===== src/rtl/instruction_fetch_unit.sv =====
// Fetch stage: owns the PC, addresses instruction memory and hands each
// fetched word with its PC to decode through a valid/ready output register.
module instruction_fetch_unit #(
  parameter int unsigned SIZE       = 128,
  parameter logic [31:0] RESET_PC   = 32'h0000_0000,
  parameter logic [31:0] HALT_INSTR = 32'hFFFF_FFFF
) (
  input  logic        clk,
  input  logic        reset,
  input  logic        start,
  output logic [31:0] imem_addr,
  input  logic [31:0] imem_instr,
  input  logic        redirect_valid,
  input  logic [31:0] redirect_target,
  output logic        out_valid,
  input  logic        out_ready,
  output logic [31:0] out_instr,
  output logic [31:0] out_pc,
  output logic        halted,
  output logic        misalign_err,
  output logic [31:0] fetch_count
);

  typedef enum logic [1:0] {
    IDLE   = 2'd0,
    FETCH  = 2'd1,
    HALTED = 2'd2
  } state_e;

  localparam logic [32:0] PC_LIMIT = 33'(SIZE) * 33'd4;

  state_e      state_q;
  logic [31:0] pc_q;
  logic [31:0] out_instr_q;
  logic [31:0] out_pc_q;
  logic [31:0] fetch_count_q;
  logic        out_valid_q;
  logic        halted_q;
  logic        misalign_q;

  logic        load_en_s;
  logic [32:0] pc_inc_s;
  logic [31:0] pc_seq_d;

  // Load condition and sequential next PC; the 33-bit sum keeps the wrap compare exact
  always_comb begin
    load_en_s = (state_q == FETCH) && !redirect_valid && (!out_valid_q || out_ready);
    pc_inc_s  = {1'b0, pc_q} + 33'd4;
    if (pc_inc_s >= PC_LIMIT) begin
      pc_seq_d = 32'h0000_0000;
    end else begin
      pc_seq_d = pc_inc_s[31:0];
    end
  end

  // Fetch FSM, PC and IF/ID register; redirect outranks load and drain
  always_ff @(posedge clk or posedge reset) begin
    if (reset) begin
      state_q       <= IDLE;
      pc_q          <= RESET_PC;
      out_instr_q   <= 32'h0000_0000;
      out_pc_q      <= 32'h0000_0000;
      fetch_count_q <= 32'h0000_0000;
      out_valid_q   <= 1'b0;
      halted_q      <= 1'b0;
      misalign_q    <= 1'b0;
    end else begin
      case (state_q)
        IDLE: begin
          if (start) begin
            state_q <= FETCH;
          end
        end
        FETCH, HALTED: begin
          if (redirect_valid) begin
            state_q     <= FETCH;
            halted_q    <= 1'b0;
            out_valid_q <= 1'b0;
            pc_q        <= {redirect_target[31:2], 2'b00};
            if (redirect_target[1:0] != 2'b00) begin
              misalign_q <= 1'b1;
            end
          end else if (load_en_s) begin
            out_instr_q   <= imem_instr;
            out_pc_q      <= pc_q;
            out_valid_q   <= 1'b1;
            fetch_count_q <= fetch_count_q + 32'd1;
            // The halt word is issued but the PC stays on it
            if (imem_instr == HALT_INSTR) begin
              state_q  <= HALTED;
              halted_q <= 1'b1;
            end else begin
              pc_q <= pc_seq_d;
            end
          end else if (out_valid_q && out_ready) begin
            out_valid_q <= 1'b0;
          end
        end
        default: begin
          state_q <= IDLE;
        end
      endcase
    end
  end

  assign imem_addr    = pc_q;
  assign out_valid    = out_valid_q;
  assign out_instr    = out_instr_q;
  assign out_pc       = out_pc_q;
  assign halted       = halted_q;
  assign misalign_err = misalign_q;
  assign fetch_count  = fetch_count_q;

endmodule


===== config.mk =====
export PLATFORM = sky130hd
export DESIGN_NAME = instruction_fetch_unit
export DESIGN_NICKNAME = d
export VERILOG_FILES = /design/src/rtl/instruction_fetch_unit.sv
export SDC_FILE = /design/constraint.sdc
export NUM_CORES = 1
export LEC_CHECK = 0
export BUFFER_PORTS_ARGS = -buffer_cell sky130_fd_sc_hd__buf_2
export CAP_MARGIN = 20
export CORE_AREA = 2 2 150 152
export CTS_CLUSTER_DIAMETER = 60
export DETAILED_ROUTE_END_ITERATION = 16
export DIE_AREA = 0 0 152 154
export GPL_TIMING_DRIVEN = 0
export MAX_ROUTING_LAYER = met4
export PLACE_DENSITY = 0.52
export REMOVE_ABC_BUFFERS = 1
export SLEW_MARGIN = 15
export SYNTH_ARGS = -nofsm -noshare
export SYNTH_HDL_FRONTEND = slang
export SYNTH_SLANG_ARGS = --single-unit

===== constraint.sdc =====
create_clock -name clk -period 5.7 [get_ports clk]
set_input_delay 0.855 -clock clk [delete_from_list [all_inputs] [get_ports clk]]
set_output_delay 0.855 -clock clk [all_outputs]
set_load 0.01 [all_outputs]

==> impl_metrics.py, run 1 <==
metrics = {
    "min_path": {
        "worst_hold_path_type": "in2async",
    },
    "yosys": {
        "synth.avg_cell_area_um2": 8.98,
        "async_reset_ff_share_pct": 100,
        "ys.flop_type": "dfrtp_1",
        "ys_types": 58,
        "postSynthCellCount": 689,
        "synth_seq_area_share_pct": 52.2,
        "synth.cell_area_um2": 6180,
        "ys_ff_latch": 129,
        "synth_edf_count": 0,
        "yosysWarnings": 0,
    },
    "place": {
        "io_buffer_count": 195,
        "globalplace.congestion": 0.807,
        "placed_cells": 1127,
        "hpwl_um": 12500,
    },
    "route": {
        "via_count": 5454,
        "via_per_inst": 4.71,
        "firstDrtPassIters": 4,
        "ant_nets": 0,
        "drt_iter0_drc": 304,
        "wirelength_um": 18300,
        "drc_errors": 0,
        "wire_per_inst_um": 15.7,
    },
    "critical_path": {
        "crit_buf_inv": 1,
        "crit_chain": "inv_1 -> ha_2 -> nor2b_1 -> nand4_1 -> nor4bb_1 -> and2_1 -> and3_1 -> nand3_1 -> xnor2_1",
        "worst_ep_arrival_time_ps": 3790,
        "end_kind": "flop",
        "path_class": "reg2reg",
        "cp_slowest_cell": "ha_2",
        "startpoint_type": "flop",
        "cp_max_fo": 36,
        "required_ps": 6000,
        "crit_family": "simple AND/OR/NAND/NOR gates",
        "slowest_delay_ps": 830,
    },
    "clock_network": {
        "holdBufCountCts": 0,
        "insertion_delay_ps": 430,
        "clkTransAtPathRegs_ps": 60,
        "cts_setup_buffers": 0,
        "root_buffer": "clkbuf_16",
        "h-tree-depth": 4,
        "cts_made_buffers": 17,
        "cts.sinks": 129,
        "cts_tree": "built",
        "cts_resized": 0,
        "clockBufferDepth": 2,
    },
    "status": {
        "outcome": "finished, final reports clean",
    },
    "timing": {
        "slew_headroom_pct": 48.2,
        "rsz0062_at_grt": "no",
        "layout_worst_path_cycle_share_pct": 61.2,
        "tns_ps": 0,
        "max_freq_mhz": 287,
        "setup_viol": 0,
        "slew_viol_final": 0,
        "final-hold-violation-count": 0,
        "timing.hold.ws_ps": 437,
        "final.min_clock_period_ps": 3490,
        "skew_ps": 14.2,
        "tightest_slew_ps": 777,
    },
    "layout": {
        "multi_input_area_um2": 2760,
        "area.growth.synth_to_final_pct": 29.9,
        "final_cells": 1159,
        "fillCellCount": 2218,
        "diodes": 0,
        "seq_area_um2": 3230,
        "nets": 940,
        "drive_above_1_share_pct": 28.2,
        "utilization_pct": 37.0,
    },
    "grt": {
        "grt_max_degree": 80,
        "overflow": 0,
        "track_usage_pct": 16.1,
        "grt_pass1_wl_um": 29300,
        "grt_pass1_vias": 5428,
        "antenna_found_initial": 0,
    },
    "die": {
        "num_rows": 54,
        "die_y_um": 154,
        "io_pins": 200,
        "core_area_um2": 21700,
        "die_w_um": 152,
        "die_area_um2": 23400,
        "initial_core_util_pct": 28.5,
    },
    "power_and_ir_drop": {
        "power_mw": 4.09,
        "p_per_area_nw_per_um2": 510,
        "vdd_drop_max_v": 0.000179,
        "leakagePower_nw": 4.30,
    },
    "flow_run": {
        "drv_cap": 0,
    },
}
## state kept, by name (all words and copies together), names as in the netlist
name,count
fetch_count,32
halted,1
imem_addr,30
misalign_err,1
out_instr,32
out_pc,30
out_valid,1
state_q,2
## cells in the mapped netlist, drive strengths merged, types with 3 or more instances
master  number  area [um2]
inv         11        41.3
xor2        17         149
nor2        15        56.3
nand4       24         171
o31ai        5        37.5
mux2i        4        40.0
and2         4        25.0
buf         19         109
ha           5        62.6
nor3         7        35.0
and3        24         150
nor4        12        87.6
xnor2       21         184
nand2      252         946
dfrtp      129        3230
a21oi        6        33.8
o21ai        8        40.0
o211ai       3        22.5
a211o        6        52.6
a211oi       3        27.5
nand3       53         270
clkbuf      24        91.3
and4         4        35.0
or3          3        18.8
## per-stage QoR
stage / area [um2] / worst slack [ps]
after floorplan: 6000 / 1400
after global placement: 7320 / -496
after detailed placement: 7430 / 2230
after CTS: 8040 / 2180
after global routing: 8040 / 1980
final: 8040 / 2210
## final cells by class
class	instances	share of cell area [%]
flip-flops and latches	129	40.2
multi-input cells	509	34.3
clock inverters	15	2.18
well taps	280	4.36
repair buffers	198	13.1
clock buffers	17	5.29
inverters	11	0.607
## power breakdown
part	total [mW]	leakage, nW	switching (mW)	internal, mW
clock network	1.13	0.285	0.468	0.659
logic	1.38	2.34	0.823	0.553
registers	1.59	1.68	0.376	1.22
## kinds of logic after synthesis
group                      share of synthesized area (%)
muxes                                              0.647
xor gates and xnor gates                            5.38
and+or+nand+nor                                     30.8
other                                             0.0606
DFF                                                 52.2
adders and majority gates                           1.01
buffers and inverters                               3.90
AOI/OAI and AO/OA                                   5.97
## per-layer routing
| metal | wire length [um] | global-route usage, % | vias up |
|---|---|---|---|
| met3 | 1010 | 4.00 | 11 |
| met1 | 8680 | 20.7 | 2596 |
| met5 | 0 | - | - |
| met4 | 165 | 4.23 | 0 |
| met2 | 8400 | 25.5 | 166 |
| li1 | - | - | 2681 |
## layout by cell type, fill, tap and decap left out, drive strengths merged, types with 4 or more instances in the layout
master    n
and2      4
inv      18
nand4    24
xnor2    21
mux2i     4
xor2     17
clkbuf   17
conb      4
and3     24
ha        5
buf     198
a21oi     6
a211o     6
nand3    53
nor3      7
o21ai     8
nand2   252
o31ai     5
nor2     15
nor4     12
and4      4
dfrtp   129
## path summary, 6_finish.rpt
| check | start | end | slack, ps | cells past startpoint |
|---|---|---|---|---|
| min in group clk | misalign_err$_DFFE_PP0P_ | misalign_err$_DFFE_PP0P_ | 470 | 1 |
| hold / removal | reset | fetch_count[28]$_DFFE_PP0P_ | 440 | 2 |
| hold reg to reg | misalign_err$_DFFE_PP0P_ | misalign_err$_DFFE_PP0P_ | 470 | 1 |
| setup / recovery | state_q[0]$_DFFE_PP0P_ | fetch_count[24]$_DFFE_PP0P_ | 2210 | 9 |
| max in group asynchronous | reset | imem_addr[25]$_DFFE_PP0P_ | 4530 | 3 |
| setup reg to reg | state_q[0]$_DFFE_PP0P_ | fetch_count[24]$_DFFE_PP0P_ | 2210 | 9 |
(Power assumes the default switching activity.)
==> run 2: changes to the inputs <==
--- a/config.mk
+++ b/config.mk
@@ -5,12 +5,13 @@
 export SDC_FILE = /design/constraint.sdc
 export NUM_CORES = 1
 export LEC_CHECK = 0
+export ABC_AREA = 1
 export BUFFER_PORTS_ARGS = -buffer_cell sky130_fd_sc_hd__buf_2
 export CAP_MARGIN = 20
-export CORE_AREA = 2 2 150 152
+export CORE_AREA = 2 2 154 156
 export CTS_CLUSTER_DIAMETER = 60
 export DETAILED_ROUTE_END_ITERATION = 16
-export DIE_AREA = 0 0 152 154
+export DIE_AREA = 0 0 156 158
 export GPL_TIMING_DRIVEN = 0
 export MAX_ROUTING_LAYER = met4
 export PLACE_DENSITY = 0.52
==> constraint.sdc (replaced) <==
create_clock -name clk -period 3.4 [get_ports clk]
set_input_delay 0.51 -clock clk [delete_from_list [all_inputs] [get_ports clk]]
set_output_delay 0.51 -clock clk [all_outputs]
set_load 0.01 [all_outputs]
==> run 2 against run 1 <==
Against the previous run: design area grew 5.7%; first-iteration DRC count is 18% higher; clock-buffer cell count up 1; register-to-register slack got worse by 1700 ps; largest cell class unchanged.
==> impl_metrics.py, run 2 <==
metrics = {
    "critical_path": {
        "critPathMostFrequentCell": "inv_1",
        "worst_r2r_endpoint": "fetch_count[31]$_DFFE_PP0P_",
        "path_class": "reg2reg",
        "crit_buf_inv": 3,
        "crit_end": "fetch_count[31]$_DFFE_PP0P_",
        "crit_chain": "inv_1 -> ha_1 -> inv_1 -> nor2_4 -> buf_12 -> nand4_2 -> nor3_1 -> nand3_1 -> nor3_2 -> xor2_1",
        "slowest_delay_ps": 460,
        "required_ps": 3740,
        "worst_ep_arrival_time_ps": 3200,
        "reg2regPathDepth": 10,
        "startpoint_type": "flop",
        "end_kind": "flop",
        "r2r-start": "state_q[0]$_DFFE_PP0P_",
        "cp_max_fo": 33,
        "critPathLaunch": "state_q[0]$_DFFE_PP0P_",
        "crit_family": "simple AND/OR/NAND/NOR gates",
        "reg2reg_slack_ps": 540,
        "path_depth": 10,
        "cp_slowest_cell": "nor2_4",
    },
    "place": {
        "dpl_cell_area_um2": 7920,
        "pre_cts_ws_ps": 151,
        "io_buffer_count": 195,
        "hpwl_um": 14700,
        "globalplace.congestion": 0.853,
        "placed_cells": 1288,
    },
    "clock_network": {
        "insertion_delay_ps": 420,
        "cts.sinks": 129,
        "clkTransAtPathRegs_ps": 70,
        "cts_tree": "built",
        "clockBufferDepth": 2,
        "holdBufCountCts": 0,
        "root_buffer": "clkbuf_16",
        "h-tree-depth": 4,
        "cts_made_buffers": 17,
        "cts_setup_buffers": 0,
        "cts_resized": 0,
    },
    "yosys": {
        "postSynthCellCount": 824,
        "yosys.area.top_type": "dfrtp_1",
        "ys.flop_type": "dfrtp_1",
        "ys_types": 37,
        "ys_ff_latch": 129,
        "yosysWarnings": 0,
        "synth.cell_area_um2": 6580,
        "synth_seq_area_share_pct": 49.1,
        "synth_top_area_share_pct": 49.1,
        "synth.avg_cell_area_um2": 7.98,
        "async_reset_ff_share_pct": 100,
        "ys_top_cells_by_count": "nand2_1 (286), dfrtp_1 (129), nor2_1 (76)",
        "synth_area_leaders": "dfrtp_1 (49%), nand2_1 (16%), nand3_1 (5.0%)",
        "synth_edf_count": 0,
        "yosysMostFrequentCell": "nand2_1",
    },
    "grt": {
        "grt_pass1_wl_um": 31000,
        "antenna_found_initial": 0,
        "top_usage_layer": "met2",
        "grt_max_degree": 71,
        "globalRouteMet1Util_pct": 22.2,
        "overflow": 0,
        "grt_pass1_vias": 5623,
        "use_met2_pct": 25.7,
        "met3_usage_pct": 3.91,
        "track_usage_pct": 16.7,
    },
    "timing": {
        "final.min_clock_period_ps": 2860,
        "slew_viol_final": 0,
        "setup_viol": 0,
        "layout_worst_path_cycle_share_pct": 84.0,
        "tightest_slew_ps": 805,
        "final-hold-violation-count": 0,
        "max_freq_mhz": 350,
        "layout_setup_ws_ps": 543,
        "slew_headroom_pct": 46.3,
        "rsz0062_at_grt": "no",
        "skew_ps": 11.3,
        "timing.hold.ws_ps": 105,
    },
    "die": {
        "num_rows": 56,
        "initial_core_util_pct": 28.5,
        "die_area_um2": 24600,
        "die_w_um": 156,
        "core_area_um2": 23100,
        "io_pins": 200,
        "die_y_um": 158,
    },
    "layout": {
        "fin_area_um2": 8490,
        "final_cells": 1320,
        "layout_commonest_cell": "nand2_1",
        "layout_common_cells": "nand2_1 (285), buf_2 (195), dfrtp_1 (129)",
        "nets": 1091,
        "drive_above_1_share_pct": 26.5,
        "diodes": 0,
        "area.growth.synth_to_final_pct": 29.1,
    },
    "power_and_ir_drop": {
        "p_per_area_nw_per_um2": 809,
        "leakagePower_nw": 4.41,
        "vdd_drop_max_v": 0.000290,
    },
    "route": {
        "ant_nets": 0,
        "wirelength_um": 19600,
        "via_per_inst": 4.52,
        "drc_errors": 0,
        "wire_per_inst_um": 14.9,
        "via_count": 5968,
        "drt_iter0_drc": 359,
        "firstDrtPassIters": 4,
    },
    "min_path": {
        "worst_hold_path_type": "in2async",
    },
    "status": {
        "outcome": "finished, final reports clean",
    },
    "flow_run": {
        "drv_cap": 0,
    },
}
## run 2: cell type report
class                   instances  area (um2)
inverters                      57         224
fillers                      2442       14600
multi-input cells             613        3030
clock inverters                14         145
well taps                     290         363
flip-flops and latches        129        3230
clock buffers                  18         429
repair buffers                199        1070
## run 2: worst min path at each step
| stage | cells past startpoint | to | startpoint | slack (ps) |
|---|---|---|---|---|
| after floorplan | 2 | state_q[1]$_DFFE_PP0P_ | state_q[1]$_DFFE_PP0P_ | 470 |
| after global placement | 2 | out_pc[5]$_DFFE_PP0P_ | out_pc[5]$_DFFE_PP0P_ | 450 |
| after CTS | 2 | fetch_count[8]$_DFFE_PP0P_ | reset | 110 |
| final | 2 | fetch_count[8]$_DFFE_PP0P_ | reset | 110 |
| after detailed placement | 2 | out_instr[6]$_DFFE_PP0P_ | out_instr[6]$_DFFE_PP0P_ | 450 |
| after global routing | 2 | fetch_count[18]$_DFFE_PP0P_ | reset | 130 |
## run 2: power breakdown
group          switching (mW)  internal [mW]  leakage, nW
clock                   0.781           1.03        0.273
combinational            1.62          0.902         2.47
sequential              0.494           2.04         1.67
## run 2: logic make-up after synthesis
kind of cell | synth area share, %
fa+ha+maj | 0.951
flops | 49.1
compound gates | 6.77
simple gates | 33.5
buf+inv | 5.08
other cells | 0.0570
xor+xnor | 4.53
## run 2: per-stage QoR
step,util [%],total power [mW],setup TNS (ps)
after CTS,36.8,6.98,0
after floorplan,-,3.94,-71080
after global placement,33.9,5.02,-335180
final,36.8,6.87,0
after detailed placement,34.3,5.12,0
after global routing,36.8,7.41,0
## run 2: worst reg2reg max path: cells and delay by family, from the launching register on
family | cells | cell delay, ps
XOR/XNOR | 1 | 150
adder cells (fa/ha/maj) | 1 | 310
buffers and inverters | 3 | 460
flip-flops | 1 | 390
AND/OR/NAND/NOR | 5 | 1460
## run 2: per-layer routing
layer | vias to the layer above | wire [um]
met3 | 13 | 791
met4 | 0 | 171
met5 | - | 0
li1 | 3021 | -
met1 | 2820 | 9410
met2 | 114 | 9280
==> run 3: changes to the inputs <==
--- a/config.mk
+++ b/config.mk
@@ -14,7 +14,7 @@
 export DIE_AREA = 0 0 156 158
 export GPL_TIMING_DRIVEN = 0
 export MAX_ROUTING_LAYER = met4
-export PLACE_DENSITY = 0.52
+export PLACE_DENSITY = 0.53
 export REMOVE_ABC_BUFFERS = 1
 export SLEW_MARGIN = 15
 export SYNTH_ARGS = -nofsm -noshare
==> constraint.sdc (replaced) <==
create_clock -name clk -period 2.4 [get_ports clk]
set_input_delay 0.36 -clock clk [delete_from_list [all_inputs] [get_ports clk]]
set_output_delay 0.36 -clock clk [all_outputs]
set_load 0.01 [all_outputs]
==> run 3 against run 2 <==
Against the previous run: clock power rose by 41%; hold slack better by 52 ps; critical endpoint is now fetch_count[28]$_DFFE_PP0P_; routed wire length rose by 2.4%.
==> impl_metrics.py, run 3 (synthesis gave the netlist of run 2 again) <==
metrics = {
    "status": {
        "outcome": "finished, final reports clean",
    },
    "grt": {
        "grt_max_degree": 78,
        "grt_pass1_vias": 5708,
        "track_usage_pct": 16.8,
        "met3_usage_pct": 3.18,
        "top_usage_layer": "met2",
        "globalRouteMet1Util_pct": 22.3,
        "grt_pass1_wl_um": 31200,
        "overflow": 0,
        "use_met2_pct": 26.2,
        "antenna_found_initial": 1,
    },
    "timing": {
        "layout_worst_path_cycle_share_pct": 90.8,
        "setup_viol": 0,
        "slew_headroom_pct": 48.1,
        "final.min_clock_period_ps": 2180,
        "slew_viol_final": 0,
        "skew_ps": 14.6,
        "max_freq_mhz": 459,
        "final-hold-violation-count": 0,
        "layout_setup_ws_ps": 220,
        "rsz0062_at_grt": "no",
        "tns_ps": 0,
        "tightest_slew_ps": 779,
    },
    "die": {
        "die_area_um2": 24600,
        "die_w_um": 156,
        "io_pins": 200,
        "initial_core_util_pct": 28.5,
        "die_y_um": 158,
        "num_rows": 56,
        "core_area_um2": 23100,
    },
    "layout": {
        "layout_commonest_cell": "nand2_1",
        "drive_above_1_share_pct": 29.5,
        "nets": 1113,
        "fillCellCount": 2420,
        "layout_common_cells": "nand2_1 (284), buf_2 (195), dfrtp_1 (127)",
        "area.growth.synth_to_final_pct": 33.2,
    },
    "place": {
        "pre_cts_ws_ps": -801,
        "io_buffer_count": 195,
        "hpwl_um": 14800,
        "globalplace.congestion": 0.872,
    },
    "power_and_ir_drop": {
        "vdd_drop_max_v": 0.000434,
        "p_per_area_nw_per_um2": 1140,
        "switchingPower_mw": 4.17,
        "leakagePower_nw": 4.56,
        "cell_internal_pwr_mw": 5.77,
        "p_comb_share_pct": 38.4,
        "p_sw_share_pct": 42.0,
        "p_clk_share_pct": 25.6,
        "seqPwrFrac_pct": 35.9,
    },
    "critical_path": {
        "reg2regPathDepth": 12,
        "startpoint_type": "flop",
        "required_ps": 2730,
        "end_kind": "flop",
        "slowest_delay_ps": 380,
        "path_class": "reg2reg",
        "cp_slowest_cell": "dfrtp_1",
        "cp_max_fo": 7,
        "crit_chain": "inv_2 -> ha_4 -> inv_2 -> nor2_4 -> clkbuf_16 -> nand2_2 -> nor2_4 -> nand3_2 -> nor3_4 -> nand3_2 -> nor2_2 -> xor2_1",
        "worst_ep_arrival_time_ps": 2510,
    },
    "route": {
        "via_per_inst": 4.59,
        "ant_nets": 0,
        "via_count": 6165,
        "firstDrtPassIters": 5,
        "wirelength_um": 20100,
        "drt_iter0_drc": 358,
        "wire_per_inst_um": 15.0,
        "drc_errors": 0,
    },
    "min_path": {
        "worst_hold_path_type": "in2reg",
        "holdPathStages": 3,
    },
    "clock_network": {
        "clockBufferDepth": 2,
        "insertion_delay_ps": 410,
        "cts_made_buffers": 17,
        "h-tree-depth": 4,
        "clkTransAtPathRegs_ps": 70,
        "cts_tree": "built",
        "root_buffer": "clkbuf_16",
        "cts.sinks": 129,
    },
    "flow_run": {
        "drv_cap": 0,
    },
}
-- run 3: cell types whose count changed in the layout (fill, tap and decap cells not counted), sizes merged --
| cell | delta |
|---|---|
| buf | +19 |
| clkbuf | +1 |
| clkinvlp | -1 |
| diode | +1 |
| dlygate4sd3 | +1 |
| inv | +1 |
| nor2 | +1 |
-- run 3: power groups by stage --
stage	Sequential (mW)	Clock, mW	Combinational [mW]
after floorplan	3.81	0	1.77
after global placement	3.62	0	3.50
after detailed placement	3.63	0	3.64
after CTS	3.59	2.62	3.69
after global routing	3.69	2.73	4.30
final	3.57	2.55	3.82
-- run 3: metal layers --
layer  wire length (um)  part of all wire, %
met5                  0                    0
met4                246                  1.2
met3                764                  3.8
met2               9580                   48
met1               9530                   47
-- run 3: worst paths after layout --
path                                            from                           to  slack (ps)
setup / recovery              state_q[1]$_DFFE_PP0P_  fetch_count[28]$_DFFE_PP0P_         220
hold / removal                        imem_instr[10]    out_instr[10]$_DFFE_PP0P_         160
setup reg to reg              state_q[1]$_DFFE_PP0P_  fetch_count[28]$_DFFE_PP0P_         220
hold reg to reg            out_instr[17]$_DFFE_PP0P_    out_instr[17]$_DFFE_PP0P_         470
max in group asynchronous                      reset     imem_addr[2]$_DFFE_PP0P_        1180
min in group asynchronous                      reset   fetch_count[6]$_DFFE_PP0P_         500
-- run 3: layout make-up --
class	instances	area (um2)	share of cell area, %
repair buffers	220	1240	14.2
flip-flops and latches	129	3230	36.9
clock inverters	14	143	1.63
clock buffers	18	429	4.90
multi-input cells	614	3120	35.7
inverters	57	224	2.56
well taps	290	363	4.14
diodes	1	2.50	0.0286
-- run 3: critical path, delay by kind of cell, from the launching register on --
kind,cells,cell delay [ps]
fa+ha+maj,1,280
flops,1,380
buf+inv,3,330
xor+xnor,1,150
simple gates,7,950
-- run 3: stage by stage --
step | utilization [%] | instance area, um2 | instances | power, mW | hold slack (ps)
after global placement | 33.9 | 7810 | 1284 | 7.12 | 451
after CTS | 37.2 | 8560 | 1325 | 9.90 | 142
after floorplan | - | 6470 | 799 | 5.58 | 467
after detailed placement | 34.4 | 7920 | 1288 | 7.27 | 402
after global routing | 38.0 | 8760 | 1343 | 10.7 | 146
final | 38.0 | 8760 | 1343 | 9.95 | 157
-- run 3: what timing repair did --
item,in CTS,in global routing
hold buffers,1,0
pin swaps,2,7
setup buffers,3,15
endpoints found under the hold margin,52,0
gates cloned,1,2
endpoints found under the setup margin,28,16
gates resized for setup,7,15
